--- src/rtl/uart_pkg.sv ---
// Shared UART definitions: frame state encoding and default timing constants.
package uart_pkg;

  localparam int unsigned UART_DATA_BITS       = 8;
  localparam int unsigned CLKS_PER_BIT_DEFAULT = 868;

  typedef enum logic [1:0] {
    StIdle  = 2'd0,
    StStart = 2'd1,
    StData  = 2'd2,
    StStop  = 2'd3
  } tx_state_e;

endpackage

--- src/rtl/uart_tx_engine_if.sv ---
// Read side of the show-ahead TX FIFO as seen by the transmit engine.
interface uart_tx_engine_if;
  import uart_pkg::*;

  logic                      fifo_empty;
  logic [UART_DATA_BITS-1:0] fifo_read_data;
  logic                      fifo_read_en;

  // master: the engine draining the FIFO; slave: the FIFO itself
  modport master (
    input  fifo_empty,
    input  fifo_read_data,
    output fifo_read_en
  );

  modport slave (
    output fifo_empty,
    output fifo_read_data,
    input  fifo_read_en
  );

endinterface

--- src/rtl/uart_baud_tick.sv ---
// Bit-period counter: counts 0..CLKS_PER_BIT-1 while enabled, ticks on the last count.
module uart_baud_tick #(
  parameter int unsigned CLKS_PER_BIT = 868
) (
  input  logic clk,
  input  logic reset_n,
  input  logic clr,
  input  logic en,
  output logic tick
);

  localparam int unsigned CntW = (CLKS_PER_BIT > 1) ? $clog2(CLKS_PER_BIT) : 1;
  localparam logic [CntW-1:0] CntMax = CntW'(CLKS_PER_BIT - 1);

  logic [CntW-1:0] cnt_q, cnt_d;

  assign tick = en && (cnt_q == CntMax);

  always_comb begin
    cnt_d = cnt_q;
    if (clr || tick) begin
      cnt_d = '0;
    end else if (en) begin
      cnt_d = cnt_q + 1'b1;
    end
  end

  always_ff @(posedge clk or negedge reset_n) begin
    if (!reset_n) begin
      cnt_q <= '0;
    end else begin
      cnt_q <= cnt_d;
    end
  end

endmodule

--- src/rtl/uart_tx_engine.sv ---
// UART transmitter: drains the TX FIFO and serialises each byte as an 8N1 frame.
module uart_tx_engine
  import uart_pkg::*;
#(
  parameter int unsigned CLKS_PER_BIT = CLKS_PER_BIT_DEFAULT
) (
  input  logic                     clk,
  input  logic                     reset_n,
  input  logic                     tx_enable,
  uart_tx_engine_if.master         fifo_bus,
  output logic                     tx,
  output logic                     busy,
  output logic                     tx_done
);

  tx_state_e                 state_q, state_d;
  logic [UART_DATA_BITS-1:0] shift_q, shift_d;
  logic [2:0]                bit_idx_q, bit_idx_d;
  logic                      tx_q, tx_d;
  logic                      tick;
  logic                      can_pop;
  logic                      pop;
  logic                      done;

  uart_baud_tick #(
    .CLKS_PER_BIT(CLKS_PER_BIT)
  ) u_baud (
    .clk    (clk),
    .reset_n(reset_n),
    .clr    (pop),
    .en     (state_q != StIdle),
    .tick   (tick)
  );

  // Gated by reset_n so the combinational strobes drop with the async reset.
  assign can_pop = reset_n && tx_enable && !fifo_bus.fifo_empty;

  always_comb begin
    state_d   = state_q;
    shift_d   = shift_q;
    bit_idx_d = bit_idx_q;
    pop       = 1'b0;
    done      = 1'b0;
    unique case (state_q)
      StIdle: begin
        if (can_pop) begin
          pop     = 1'b1;
          shift_d = fifo_bus.fifo_read_data;
          state_d = StStart;
        end
      end
      StStart: begin
        if (tick) begin
          bit_idx_d = '0;
          state_d   = StData;
        end
      end
      StData: begin
        if (tick) begin
          if (bit_idx_q == 3'(UART_DATA_BITS - 1)) begin
            state_d = StStop;
          end else begin
            bit_idx_d = bit_idx_q + 3'd1;
            shift_d   = shift_q >> 1;
          end
        end
      end
      StStop: begin
        if (tick) begin
          done = 1'b1;
          // Chain straight into the next frame so back-to-back bytes have no idle gap.
          if (can_pop) begin
            pop     = 1'b1;
            shift_d = fifo_bus.fifo_read_data;
            state_d = StStart;
          end else begin
            state_d = StIdle;
          end
        end
      end
      default: state_d = StIdle;
    endcase

    // Line level is registered from the upcoming state so tx changes the cycle after a pop.
    tx_d = 1'b1;
    unique case (state_d)
      StStart: tx_d = 1'b0;
      StData:  tx_d = shift_d[0];
      default: tx_d = 1'b1;
    endcase
  end

  always_ff @(posedge clk or negedge reset_n) begin
    if (!reset_n) begin
      state_q   <= StIdle;
      shift_q   <= '0;
      bit_idx_q <= '0;
      tx_q      <= 1'b1;
    end else begin
      state_q   <= state_d;
      shift_q   <= shift_d;
      bit_idx_q <= bit_idx_d;
      tx_q      <= tx_d;
    end
  end

  assign fifo_bus.fifo_read_en = pop;
  assign tx                    = tx_q;
  assign busy                  = (state_q != StIdle) || pop;
  assign tx_done               = done;

endmodule

--- src/flat_wrapper.sv ---
// flat-port wrapper written by rule: the top's interface ports become plain ports
module uart_tx_engine_flat import uart_pkg::*;
#(
  parameter int unsigned CLKS_PER_BIT = CLKS_PER_BIT_DEFAULT
)
  (clk, reset_n, tx_enable, tx, busy, tx_done, fifo_bus_fifo_empty, fifo_bus_fifo_read_data, fifo_bus_fifo_read_en);
  uart_tx_engine_if fifo_bus_i ();
  input  logic clk;
  input  logic reset_n;
  input  logic tx_enable;
  output logic tx;
  output logic busy;
  output logic tx_done;
  input wire logic [$bits(fifo_bus_i.fifo_empty)-1:0] fifo_bus_fifo_empty;
  input wire logic [$bits(fifo_bus_i.fifo_read_data)-1:0] fifo_bus_fifo_read_data;
  output wire logic [$bits(fifo_bus_i.fifo_read_en)-1:0] fifo_bus_fifo_read_en;
  assign fifo_bus_i.fifo_empty = fifo_bus_fifo_empty;
  assign fifo_bus_i.fifo_read_data = fifo_bus_fifo_read_data;
  assign fifo_bus_fifo_read_en = fifo_bus_i.fifo_read_en;
  uart_tx_engine #(.CLKS_PER_BIT(CLKS_PER_BIT)) u_core (.clk(clk), .reset_n(reset_n), .tx_enable(tx_enable), .fifo_bus(fifo_bus_i), .tx(tx), .busy(busy), .tx_done(tx_done));
endmodule
--- config.mk ---
export PLATFORM = sky130hd
export DESIGN_NAME = uart_tx_engine_flat
export DESIGN_NICKNAME = d
export VERILOG_FILES = /design/src/rtl/uart_pkg.sv /design/src/rtl/uart_tx_engine_if.sv /design/src/rtl/uart_baud_tick.sv /design/src/rtl/uart_tx_engine.sv /design/src/flat_wrapper.sv
export SDC_FILE = /design/constraint.sdc
export NUM_CORES = 1
export LEC_CHECK = 0
export ABC_AREA = 1
export CORE_AREA = 2 2 55 57
export DETAILED_ROUTE_END_ITERATION = 12
export DIE_AREA = 0 0 57 59
export PLACE_DENSITY = 0.91
export SYNTH_ARGS = -nofsm -noshare
export SYNTH_HDL_FRONTEND = slang
export SYNTH_SLANG_ARGS = --single-unit
--- constraint.sdc ---
create_clock -name clk -period 3.1 [get_ports clk]
set_input_delay 0.31 -clock clk [delete_from_list [all_inputs] [get_ports clk]]
set_output_delay 0.31 -clock clk [all_outputs]
set_load 0.02 [all_outputs]
### After elaboration in Yosys (flattened, before gate mapping)

Cells that the tools add are included.

| operators by class | value |
|---|---|
| $add $sub $neg | 2 |
| equal/unequal tests | 11 |
| multiplexer cells | 24 |
| reductions and logical operators | 13 |

Operators by type and width:

| cell | number |
|---|---|
| $mux W8 | 4 |
| $pmux W8 S3 | 1 |
| $mux W10 | 2 |
| $add A10 B1 Y10 const B | 1 |
| $eq A10 B10 Y1 const B | 1 |
| $mux W2 | 5 |
| $mux W3 | 3 |
| $ne A2 B2 Y1 const B | 4 |
| $pmux W2 S4 | 1 |
| $reduce_and A4 Y1 | 2 |
| $eq A2 B2 Y1 const B | 3 |
| $pmux W3 S2 | 1 |
| $reduce_bool A2 Y1 | 3 |
| $mux W1 | 5 |
| $eq A2 B1 Y1 const B | 2 |
| $pmux W1 S2 | 2 |
| $add A3 B1 Y3 const B | 1 |
| $eq A3 B3 Y1 const B | 1 |
| $logic_and A1 B1 Y1 | 3 |
| $reduce_bool A3 Y1 | 1 |
| $logic_not A2 Y1 | 1 |
| $logic_or A1 B1 Y1 | 2 |
| $logic_not A1 Y1 | 1 |

| word-level totals | value |
|---|---|
| register bits after elaboration | 24 |
| bits of input ports | 12 |
| output and inout port bits | 4 |
| word-level logic and storage cells | 56 |

### Logic depth before layout (Yosys ltp)

| logic depth | value |
|---|---|
| depth after elaboration | 7 |
| depth in mapped cells | 15 |
| mapped depth without buffers | 15 |

### By module

A second synthesis with hierarchy kept.

| second synthesis, totals | value |
|---|---|
| cells, all modules | 220 |
| area total of the unflattened synthesis | 1600.3 um2 |

Modules (own cells, without submodules):

| module | instances | cells an instance | area each (um2) | seq. area each (um2) |
|---|---|---|---|---|
| uart_tx_engine | 1 | 133 | 967.2 | 351.6 |
| uart_baud_tick | 1 | 87 | 633.1 | 250.2 |

### Worst setup path after synthesis

OpenSTA, ideal clock, no wires.

| path | value |
|---|---|
| kind | flip-flop to output port |
| start point | register u_core.state_q[0] |
| end point | output fifo_bus_fifo_read_en |
| data arrival time | 1.974 ns |
| data required time | 2.790 ns |
| path slack | 0.816 ns |
| cell stages (with the launch flop) | 10 |
| path buffers | 0 |
| cell sequence | dfrtp_1 -> inv_1 -> ha_1 -> inv_4 -> nand2_4 -> nor2_4 -> nand3_2 -> nor2_2 -> nor2_2 -> nor3_1 |

| between the ends | value |
|---|---|
| cells in the longest elaborated chain, start to end | 4 |
| elaborated cells on any way between the ends | 6 |
| classes of those cells | eq/ne (1); mux (2); reduce/logical (3) |

RTL lines:

| item | RTL line | text |
|---|---|---|
| start, declared | uart_tx_engine.sv:16 | `tx_state_e state_q, state_d;` |
| start signal, assigned | uart_tx_engine.sv:95 | `state_q <= StIdle;` |
| start signal, assigned | uart_tx_engine.sv:100 | `state_q <= state_d;` |
| $reduce_bool A2 Y1 | uart_tx_engine.sv:31 | `.en (state_q != StIdle),` |
| $logic_and A1 B1 Y1 | uart_baud_tick.sv:17 | `assign tick = en && (cnt_q == CntMax);` |
| $mux W1 | uart_tx_engine.sv:69 | `if (tick) begin` |
| $pmux W1 S2 (*) | uart_tx_engine.sv:44 | `unique case (state_q)` |
| end, declared | flat_wrapper.sv:16 | `output wire logic [$bits(fifo_bus_i.fifo_read_en)-1:0] fifo_bus_fifo_read_en;` |

Every way passes the cells marked *; elsewhere a longest branch is shown, timed or not.

### Worst setup path in the final report

Ends and elaborated chain as after synthesis.

==> results_dict.tcl <==
set metrics [dict create \
    diodes 0 \
    io_buffer_count 15 \
    synth_warnings 0 \
    max_slew_margin_pct 61.6 \
    cts_setup_buffers 0 \
    setup_tns_ns 0 \
    gr-total-overflow 0 \
    dp_hpwl_um 2560 \
    first_global_vias 1402 \
    reg2regPathDepth 11 \
    cpLargestDelayFamily "buffers and inverters" \
    synth_edf_count 0 \
    placementRows 19 \
    yosysTopAreaCellShare_pct 35.5 \
    period_share_pct 94.7 \
    ir_worst_vdd_uv 669 \
    syn_inst 225 \
    grt_max_degree 25 \
    yosys.area.top_type "dfrtp_1" \
    met2_usage_pct 36.9 \
    synthTopCellsByArea "dfrtp_1 (35%), nand2_1 (13%), nor2_1 (6.7%)" \
    synth.net_count 245 \
    gr-max-usage-layer "met2" \
    utilization_pct 67.7 \
    critPathSlowestCell "clkdlybuf4s50_1" \
    clock-sinks 24 \
    area_growth_syn_to_layout_pct 13.1 \
    ys.flop_type "dfrtp_1" \
    die_width_um 57 \
    clk_latency_ns 0.32 \
    drc 0 \
    initial_utilization_pct 59.8 \
    die_h_um 59 \
    hold_slack_ns 0.420 \
    synth-seq-cells 24 \
    nets 263 \
    tightest_slew_ns 0.576 \
    viasPerCell 5.46 \
    drt_iter0_markers 59 \
    power_density_mw_per_mm2 709 \
    total_power_mw 1.30 \
    cts-root-buf "clkbuf_4" \
    drv_slew 0 \
    grt_first_pass_wirelength_um 5730 \
    crit_buf_inv 3 \
    final_cell_mix "nand2_1 (55), nor2_1 (29), inv_1 (26)" \
    core_region_area_mm2 0.00271 \
    worstPathCellList "inv_1 -> ha_1 -> inv_4 -> nand2_4 -> nor2_4 -> nand3_2 -> nor2_2 -> nor2_2 -> nor3_1 -> clkdlybuf4s50_1" \
    ctsResizeCount 0 \
    endpoint_kind "primary output" \
    ant_nets 0 \
    postCtsHoldBufs 0 \
    place_congestion 0.971 \
    wire_per_inst_um 12.2 \
    cts_buffers 3 \
    worstPathArrival_ns 2.63 \
    dr.pass1.iters 4 \
    crit_fanout 6 \
    outcome "finished clean" \
    r2r_setup_slack_ns 0.97 \
    setup_violations 0 \
    cp.required_ns 2.79 \
    final_common_cell "nand2_1" \
    htree_num_levels 1 \
    die_area_mm2 0.00336 \
    regToRegStartpoint "u_core.state_q[0]$_DFF_PN0_" \
    ys_seq_area_share_pct 37.1 \
    dr_total_vias 1491 \
    skew_ns 0.0114 \
    finalWirelength_um 3330 \
    synth.distinct_cells 31 \
    critPathMaxStageDelay_ns 0.63 \
    hold_class "in2async" \
    synth.avg_cell_area_um2 7.21 \
    rsz0062_at_grt "no" \
    path_class "reg2out" \
    cp_common_cell "nor2_2" \
    io_pins 16 \
    antenna_found_initial 0 \
    synth.cell_area_mm2 0.00162 \
    p_leak_nw 0.853 \
    use_met1_pct 27.6 \
    async_reset_ff_share_pct 100 \
    fmax_ghz 0.341 \
    path_clk_slew_ns 0.14 \
    drive_gt1_share_pct 8.68 \
    start_kind "flop" \
    track_usage_pct 21.9 \
    drv_cap 0 \
    cts.path.max_buffers 2 \
    hold_viol_final 0 \
    r2r-end "u_core.shift_q[7]$_DFFE_PN0P_" \
    met3_usage_pct 2.40 \
    cts_tree "done" \
    min_period_ns 2.94 \
]
==> cell families after synthesis <==
group / share of synthesized area (%)
simple gates: 36.7
compound gates: 12.1
buf+inv: 7.87
flops: 37.1
fa+ha+maj: 6.17
==> final cells by class <==
class                   count  area [um^2]
clock buffers               4         36.3
repair buffers             16          158
inverters                  28          108
multi-input cells         170          892
flip-flops and latches     24          602
fillers                   224          876
well taps                  31         38.8
==> routing by layer <==
metal  wire length, um  up-vias  share of wire, %
met3                94       10               2.8
li1                  -      761                 -
met1              1540      695                46
met5                 0        -                 0
met4                98        0               2.9
met2              1600       25                48
==> synthesized netlist by cell type, types with 2 or more instances <==
library cell	instances
o21ai_0	16
nor3_1	8
nand2_2	2
nand4_1	2
nand2_1	55
a21oi_1	16
nor2_4	3
nand3_1	16
nand3_2	2
inv_1	26
ha_1	8
nor2_2	2
dfrtp_1	23
nor2_1	29
==> worst max path at each step <==
stage / from / endpoint / slack (ns) / cells after the start
2_1_floorplan: u_core.state_q[0]$_DFF_PN0_ / fifo_bus_fifo_read_en / 0.82 / 9
3_3_place_gp: reset_n / fifo_bus_fifo_read_en / 0.60 / 6
3_5_place_dp: u_core.state_q[0]$_DFF_PN0_ / fifo_bus_fifo_read_en / 0.55 / 10
4_1_cts: u_core.state_q[0]$_DFF_PN0_ / fifo_bus_fifo_read_en / 0.16 / 10
5_1_grt: u_core.state_q[0]$_DFF_PN0_ / fifo_bus_fifo_read_en / 0.05 / 10
6_report: u_core.state_q[0]$_DFF_PN0_ / fifo_bus_fifo_read_en / 0.16 / 10
==> registers in the layout, summed over array words and instances, names as in the netlist <==
register and cells:
u_core.state_q 2, u_core.bit_idx_q 3, u_core.u_baud.cnt_q 10, u_core.shift_q 8, u_core.tx 1
==> through the flow <==
step	setup slack, ns	area (um^2)	cells
3_3_place_gp	0.601	1800	269
2_1_floorplan	0.816	1620	225
5_1_grt	0.0510	1830	273
6_report	0.164	1830	273
3_5_place_dp	0.548	1800	269
4_1_cts	0.163	1830	273
==> power by group <==
group          switching, mW  internal (mW)
clock network         0.0958         0.0719
registers             0.0703          0.412
logic                  0.411          0.241
total                  0.577          0.724
Note: power is estimated with default switching activity, not from simulation.
